[src/rtl/sram32_sched_pkg.sv]
// Shared widths, bank-index helper and response-count type
// for the banked SRAM scheduler.
package sram32_sched_pkg;

    localparam int ADDR_W   = 17;
    localparam int DATA_W   = 32;
    localparam int BANK_LSB = 13;
    localparam int BANK_W   = ADDR_W - BANK_LSB;

    typedef logic [BANK_W-1:0] bank_t;
    typedef logic [1:0]        resp_cnt_t;

    function automatic bank_t bank_of(input logic [ADDR_W-1:0] a);
        return a[ADDR_W-1:BANK_LSB];
    endfunction

endpackage

[src/rtl/sram32_sched_resp_fifo.sv]
// Two-entry read-response buffer; the scheduler's credit
// rule keeps pushes away from a full buffer.
module sram32_sched_resp_fifo
    import sram32_sched_pkg::*;
(
    input  logic              CLK,
    input  logic              RST,
    input  logic              push,
    input  logic              pop,
    input  logic [DATA_W-1:0] din,
    output logic [DATA_W-1:0] dout,
    output resp_cnt_t         occ
);

    logic [DATA_W-1:0] mem [2];
    logic              wptr;
    logic              rptr;

    always_ff @(posedge CLK) begin
        if (push) begin
            mem[wptr] <= din;
        end
    end

    always_ff @(posedge CLK) begin
        if (RST) begin
            wptr <= 1'b0;
            rptr <= 1'b0;
            occ  <= '0;
        end else begin
            if (push) wptr <= ~wptr;
            if (pop)  rptr <= ~rptr;
            unique case ({push, pop})
                2'b10:   occ <= occ + 2'd1;
                2'b01:   occ <= occ - 2'd1;
                default: occ <= occ;
            endcase
        end
    end

    assign dout = mem[rptr];

endmodule

[src/rtl/sram32_bank_sched.sv]
// Write/read arbiter for the 16-bank SRAM wrapper with
// anti-starvation, response credits and conflict statistics.
module sram32_bank_sched
    import sram32_sched_pkg::*;
#(
    parameter int STARVE_MAX = 4,
    parameter int RESP_DEPTH = 2
) (
    input  logic              CLK,
    input  logic              RST,
    input  logic              wr_valid,
    output logic              wr_ready,
    input  logic [ADDR_W-1:0] wr_addr,
    input  logic [DATA_W-1:0] wr_data,
    input  logic [DATA_W-1:0] wr_mask,
    input  logic              rd_valid,
    output logic              rd_ready,
    input  logic [ADDR_W-1:0] rd_addr,
    output logic              rdata_valid,
    input  logic              rdata_ready,
    output logic [DATA_W-1:0] rdata,
    output logic              CE0,
    output logic [ADDR_W-1:0] A0,
    output logic [DATA_W-1:0] D0,
    output logic              WE0,
    output logic [DATA_W-1:0] WEM0,
    output logic              CE1,
    output logic [ADDR_W-1:0] A1,
    input  logic [DATA_W-1:0] Q1,
    output logic [15:0]       conflict_cnt
);

    localparam int SW = $clog2(STARVE_MAX + 1);
    localparam logic [SW-1:0] STARVE_LIM = SW'(STARVE_MAX);
    localparam resp_cnt_t CREDITS = resp_cnt_t'(RESP_DEPTH);

    logic [SW-1:0] starve;
    logic          inflight;
    resp_cnt_t     occ;
    logic          pop;
    logic [2:0]    cnt;
    logic          credit_ok;
    logic          wc;
    logic          rc;
    logic          conflict;
    logic          write_turn;
    logic          wr_issue;
    logic          rd_issue;

    assign rdata_valid = (occ != '0) & ~RST;
    assign pop         = rdata_valid & rdata_ready;

    // Outstanding responses once this cycle's pop retires
    assign cnt = {1'b0, occ} + {2'b0, inflight} - {2'b0, pop};
    assign credit_ok = cnt < {1'b0, CREDITS};

    assign wc = wr_valid & ~RST;
    assign rc = rd_valid & credit_ok & ~RST;

    assign conflict = wc & rc
                    & (bank_of(wr_addr) == bank_of(rd_addr));
    assign write_turn = starve >= STARVE_LIM;

    always_comb begin
        wr_issue = 1'b0;
        rd_issue = 1'b0;
        unique case (1'b1)
            conflict & write_turn:  wr_issue = 1'b1;
            conflict & ~write_turn: rd_issue = 1'b1;
            default: begin
                wr_issue = wc;
                rd_issue = rc;
            end
        endcase
    end

    assign wr_ready = wr_issue;
    assign rd_ready = rd_issue;
    assign CE0  = wr_issue;
    assign WE0  = wr_issue;
    assign A0   = wr_issue ? wr_addr : '0;
    assign D0   = wr_issue ? wr_data : '0;
    assign WEM0 = wr_issue ? wr_mask : '0;
    assign CE1  = rd_issue;
    assign A1   = rd_issue ? rd_addr : '0;

    always_ff @(posedge CLK) begin
        if (RST) begin
            starve       <= '0;
            inflight     <= 1'b0;
            conflict_cnt <= '0;
        end else begin
            inflight <= rd_issue;
            if (wr_issue) begin
                starve <= '0;
            end else if (conflict) begin
                starve <= starve + 1'b1;
            end
            if (conflict && conflict_cnt != 16'hFFFF) begin
                conflict_cnt <= conflict_cnt + 16'd1;
            end
        end
    end

    sram32_sched_resp_fifo u_fifo (
        .CLK  (CLK),
        .RST  (RST),
        .push (inflight & ~RST),
        .pop  (pop),
        .din  (Q1),
        .dout (rdata),
        .occ  (occ)
    );

endmodule

[config.mk]
export PLATFORM = sky130hd
export DESIGN_NAME = sram32_bank_sched
export DESIGN_NICKNAME = d
export VERILOG_FILES = /design/src/rtl/sram32_sched_pkg.sv /design/src/rtl/sram32_sched_resp_fifo.sv /design/src/rtl/sram32_bank_sched.sv
export SDC_FILE = /design/constraint.sdc
export NUM_CORES = 1
export LEC_CHECK = 0
export ABC_AREA = 0
export CELL_PAD_IN_SITES_DETAIL_PLACEMENT = 0
export CELL_PAD_IN_SITES_GLOBAL_PLACEMENT = 1
export CORE_AREA = 2 2 127 129
export DETAILED_ROUTE_END_ITERATION = 8
export DIE_AREA = 0 0 129 131
export GPL_ROUTABILITY_DRIVEN = 0
export PLACE_DENSITY = 0.92
export SLEW_MARGIN = 20
export SYNTH_ARGS = -nofsm -noshare
export SYNTH_HDL_FRONTEND = slang
export SYNTH_SLANG_ARGS = --single-unit
[constraint.sdc]
create_clock -name CLK -period 10.6 [get_ports CLK]
set_clock_uncertainty 0.2 [all_clocks]
set_input_delay 2.65 -clock CLK [delete_from_list [all_inputs] [get_ports CLK]]
set_output_delay 2.65 -clock CLK [all_outputs]
set_load 0.01 [all_outputs]
==> flow_summary.json <==
{
  "slowest_stage": "clkdlybuf4s50_1",
  "cts_htree_levels": 3,
  "tightest_slew_ps": 687,
  "grt-ovfl-total": 0,
  "pwr-share-comb_pct": 19.5,
  "drc": 0,
  "grt_max_degree": 87,
  "p_clk_share_pct": 37.7,
  "grt_usage_pct": 18.1,
  "status": "finished, final reports clean",
  "path_clk_slew_ps": 70,
  "worstPathMaxFanout": 86,
  "drt-initial-drc-count": 218,
  "p_leak_nw": 2.64,
  "dp_hpwl_um": 12200,
  "maxSlewViolCount": 0,
  "drt_pass1_iterations": 4,
  "whs_ps": 306,
  "ctsHoldBuffers": 0,
  "fill_cells": 1408,
  "pwr-share-seq_pct": 42.8,
  "yosys_register_bits": 89,
  "die_h_um": 131,
  "cap_violations": 0,
  "vias_per_cell": 4.42,
  "peakVddDrop_mv": 0.0787,
  "crit_path_cell_trace": "clkdlybuf4s50_1, nor2_1, and2_1, ha_1, nand2b_1, fa_1, xnor2_1, and3_1, nand2_1, o21a_4, and2_1, clkdlybuf4s50_1",
  "required_ps": 7750,
  "arrival_ps": 6240,
  "synth.distinct_cells": 34,
  "synth_edf_count": 64,
  "postRouteAntennaNets": 0,
  "rr_worst_depth": 11,
  "synthCells": 364,
  "numCtsBuffers": 9,
  "path_delay_family": "simple AND/OR/NAND/NOR gates",
  "critPathKind": "in2out",
  "fmax_mhz": 110,
  "hold_viol_final": 0,
  "netlist_area_um2": 4300,
  "start_kind": "input pin",
  "cp_num_buf_inv": 2,
  "end_kind": "output pin",
  "period_share_pct": 85.7,
  "clock-root-buffer": "clkbuf_16",
  "synth-seq-area-share_pct": 56.3,
  "clock_latency_ps": 330,
  "clockBufferDepth": 2,
  "grt_pass1_vias": 3966,
  "cts_sinks": 89,
  "cts_tree": "built",
  "p_per_area_nw_per_um2": 117,
  "yosys_most_used_dff": "edfxtp_1",
  "switching_share_pct": 22.4,
  "num_rows": 46,
  "die_area_um2": 16900,
  "hp-class": "reg2reg",
  "start_util_pct": 27.6,
  "ys_warn_count": 0,
  "critPathMaxStageDelay_ps": 560,
  "grt_antenna_before_repair": 1,
  "p_total_uw": 903,
  "fin_crit_ps": 9090,
  "setup_viol": 0,
  "portBuffers": 286,
  "vias": 3820,
  "slew_headroom_pct": 53.9,
  "post_cts_buffers": 0,
  "intPower_uw": 701,
  "layout-drive-gt1-share_pct": 8.95,
  "post_cts_resize_count": 0,
  "grt_pass1_wl_um": 22800,
  "syn_area_per_cell_um2": 11.8,
  "synth_fp_nets": 505,
  "wl_um": 15700,
  "core_area_um2": 15600,
  "rsz0062_at_grt": "no",
  "area_growth_pct": 79.4,
  "io-pin-count": 287,
  "routedWlPerCell_um": 18.2,
  "die_x_um": 129,
  "setup_tns_ps": 0,
  "critical_path_depth": 12,
  "nets": 784,
  "ys_async_sr_fraction_pct": 0,
  "p_switching_uw": 202,
  "whs_path_depth": 2
}
through the flow:
step | instances | setup slack [ps] | cell area (um2) | utilization (%)
5_1_grt | 865 | 1270 | 7720 | 49.5
6_report | 865 | 1510 | 7720 | 49.5
3_5_place_dp | 848 | 1130 | 7380 | 47.3
2_1_floorplan | 364 | 2400 | 4300 | -
3_3_place_gp | 848 | 1290 | 7380 | 47.3
4_1_cts | 864 | 1100 | 7700 | 49.4
cells by family after synthesis:
group                      after synthesis  share of synthesized area [%]
DFF                                     89                           56.3
adders and majority gates                6                           1.92
xor gates and xnor gates                13                           2.65
muxes                                   36                           9.33
buffers and inverters                   29                           2.88
and+or+nand+nor                        165                           23.3
AOI/OAI and AO/OA                       26                           3.60
layout by cell type (no fill, tap or decap), types with 2 or more instances in the layout:
cell type        instances
mux2i_1                  3
ha_1                     5
inv_1                    7
dfxtp_1                 25
nand2_1                  5
xor2_1                   7
o31ai_1                  6
or3_1                    5
nor2b_1                  3
or4_1                    7
clkbuf_16                9
mux2_2                  33
bufinv_16                2
nor2_2                   2
and2_1                  99
nand3_1                 10
clkdlybuf4s50_1        286
a21oi_1                 12
nand2b_1                 4
edfxtp_1                64
xnor2_1                  6
o21ai_0                  5
nor2_1                  13
nor4_1                   2
and3_1                   3
nand4_1                  5
buf_4                    4
nor3_1                   2
power groups by stage:
stage | Sequential (mW) | Clock, mW | Combinational [mW]
after global placement | 0.394 | 0 | 0.173
final | 0.387 | 0.340 | 0.176
after floorplan | 0.394 | 0 | 0.0600
after CTS | 0.387 | 0.350 | 0.177
after detailed placement | 0.395 | 0 | 0.175
after global routing | 0.388 | 0.362 | 0.188
worst min-delay path: cells and delay by family, from the launching register on:
family         cells  cell delay (ps)
AO/OA/AOI/OAI      2              130
flip-flops         1              330
metal layers:
metal  vias to the layer above  track usage (%)  part of all wire [%]
met5                         -                0                     0
met4                         0             3.96                   1.0
met3                        13             7.41                    10
met2                       179             34.5                    52
met1                      1794             18.6                    36
li1                       1834                -                     -
area by class of cell:
| type | count | area [um2] | share of cell area (%) |
|---|---|---|---|
| repair buffers | 290 | 2890 | 37.5 |
| flip-flops and latches | 89 | 2420 | 31.4 |
| multi-input cells | 246 | 1790 | 23.2 |
| well taps | 216 | 270 | 3.50 |
| clock buffers | 10 | 229 | 2.97 |
| clock inverters | 6 | 91.3 | 1.18 |
| inverters | 7 | 26.3 | 0.340 |
| diodes | 1 | 2.50 | 0.0324 |
cells in the mapped netlist (all sizes together), types with 3 or more instances:
master | number | area (um2)
xor2 | 7 | 61.3
o31ai | 6 | 45.0
a21oi | 12 | 60.1
and2 | 99 | 619
or3 | 5 | 31.3
nor4 | 3 | 33.8
mux2 | 33 | 372
clkbuf | 14 | 52.6
and3 | 3 | 18.8
nand4 | 5 | 31.3
ha | 5 | 62.6
dfxtp | 25 | 500
mux2i | 3 | 30.0
nand2b | 4 | 25.0
edfxtp | 64 | 1920
inv | 7 | 26.3
o21ai | 5 | 25.0
buf | 8 | 45.0
nor2b | 3 | 18.8
nor2 | 15 | 56.3
xnor2 | 6 | 52.6
nand2 | 5 | 18.8
or4 | 8 | 63.8
nand3 | 11 | 60.1
state kept, by name, summed over array words and instances, names as in the netlist, named ones only:
register and count:
starve 3, u_fifo.mem 64, u_fifo.wptr 1, u_fifo.rptr 1
u_fifo.occ 2, inflight 1, conflict_cnt 16
worst paths after layout:
check | from | to | slack, ps
setup / recovery | RST | D0[18] | 1510
hold / removal | conflict_cnt[8] | conflict_cnt[8] | 310
setup reg to reg | u_fifo.occ[1] | conflict_cnt[10] | 6950
hold reg to reg | conflict_cnt[8] | conflict_cnt[8] | 310
(Power assumes the default switching activity.)
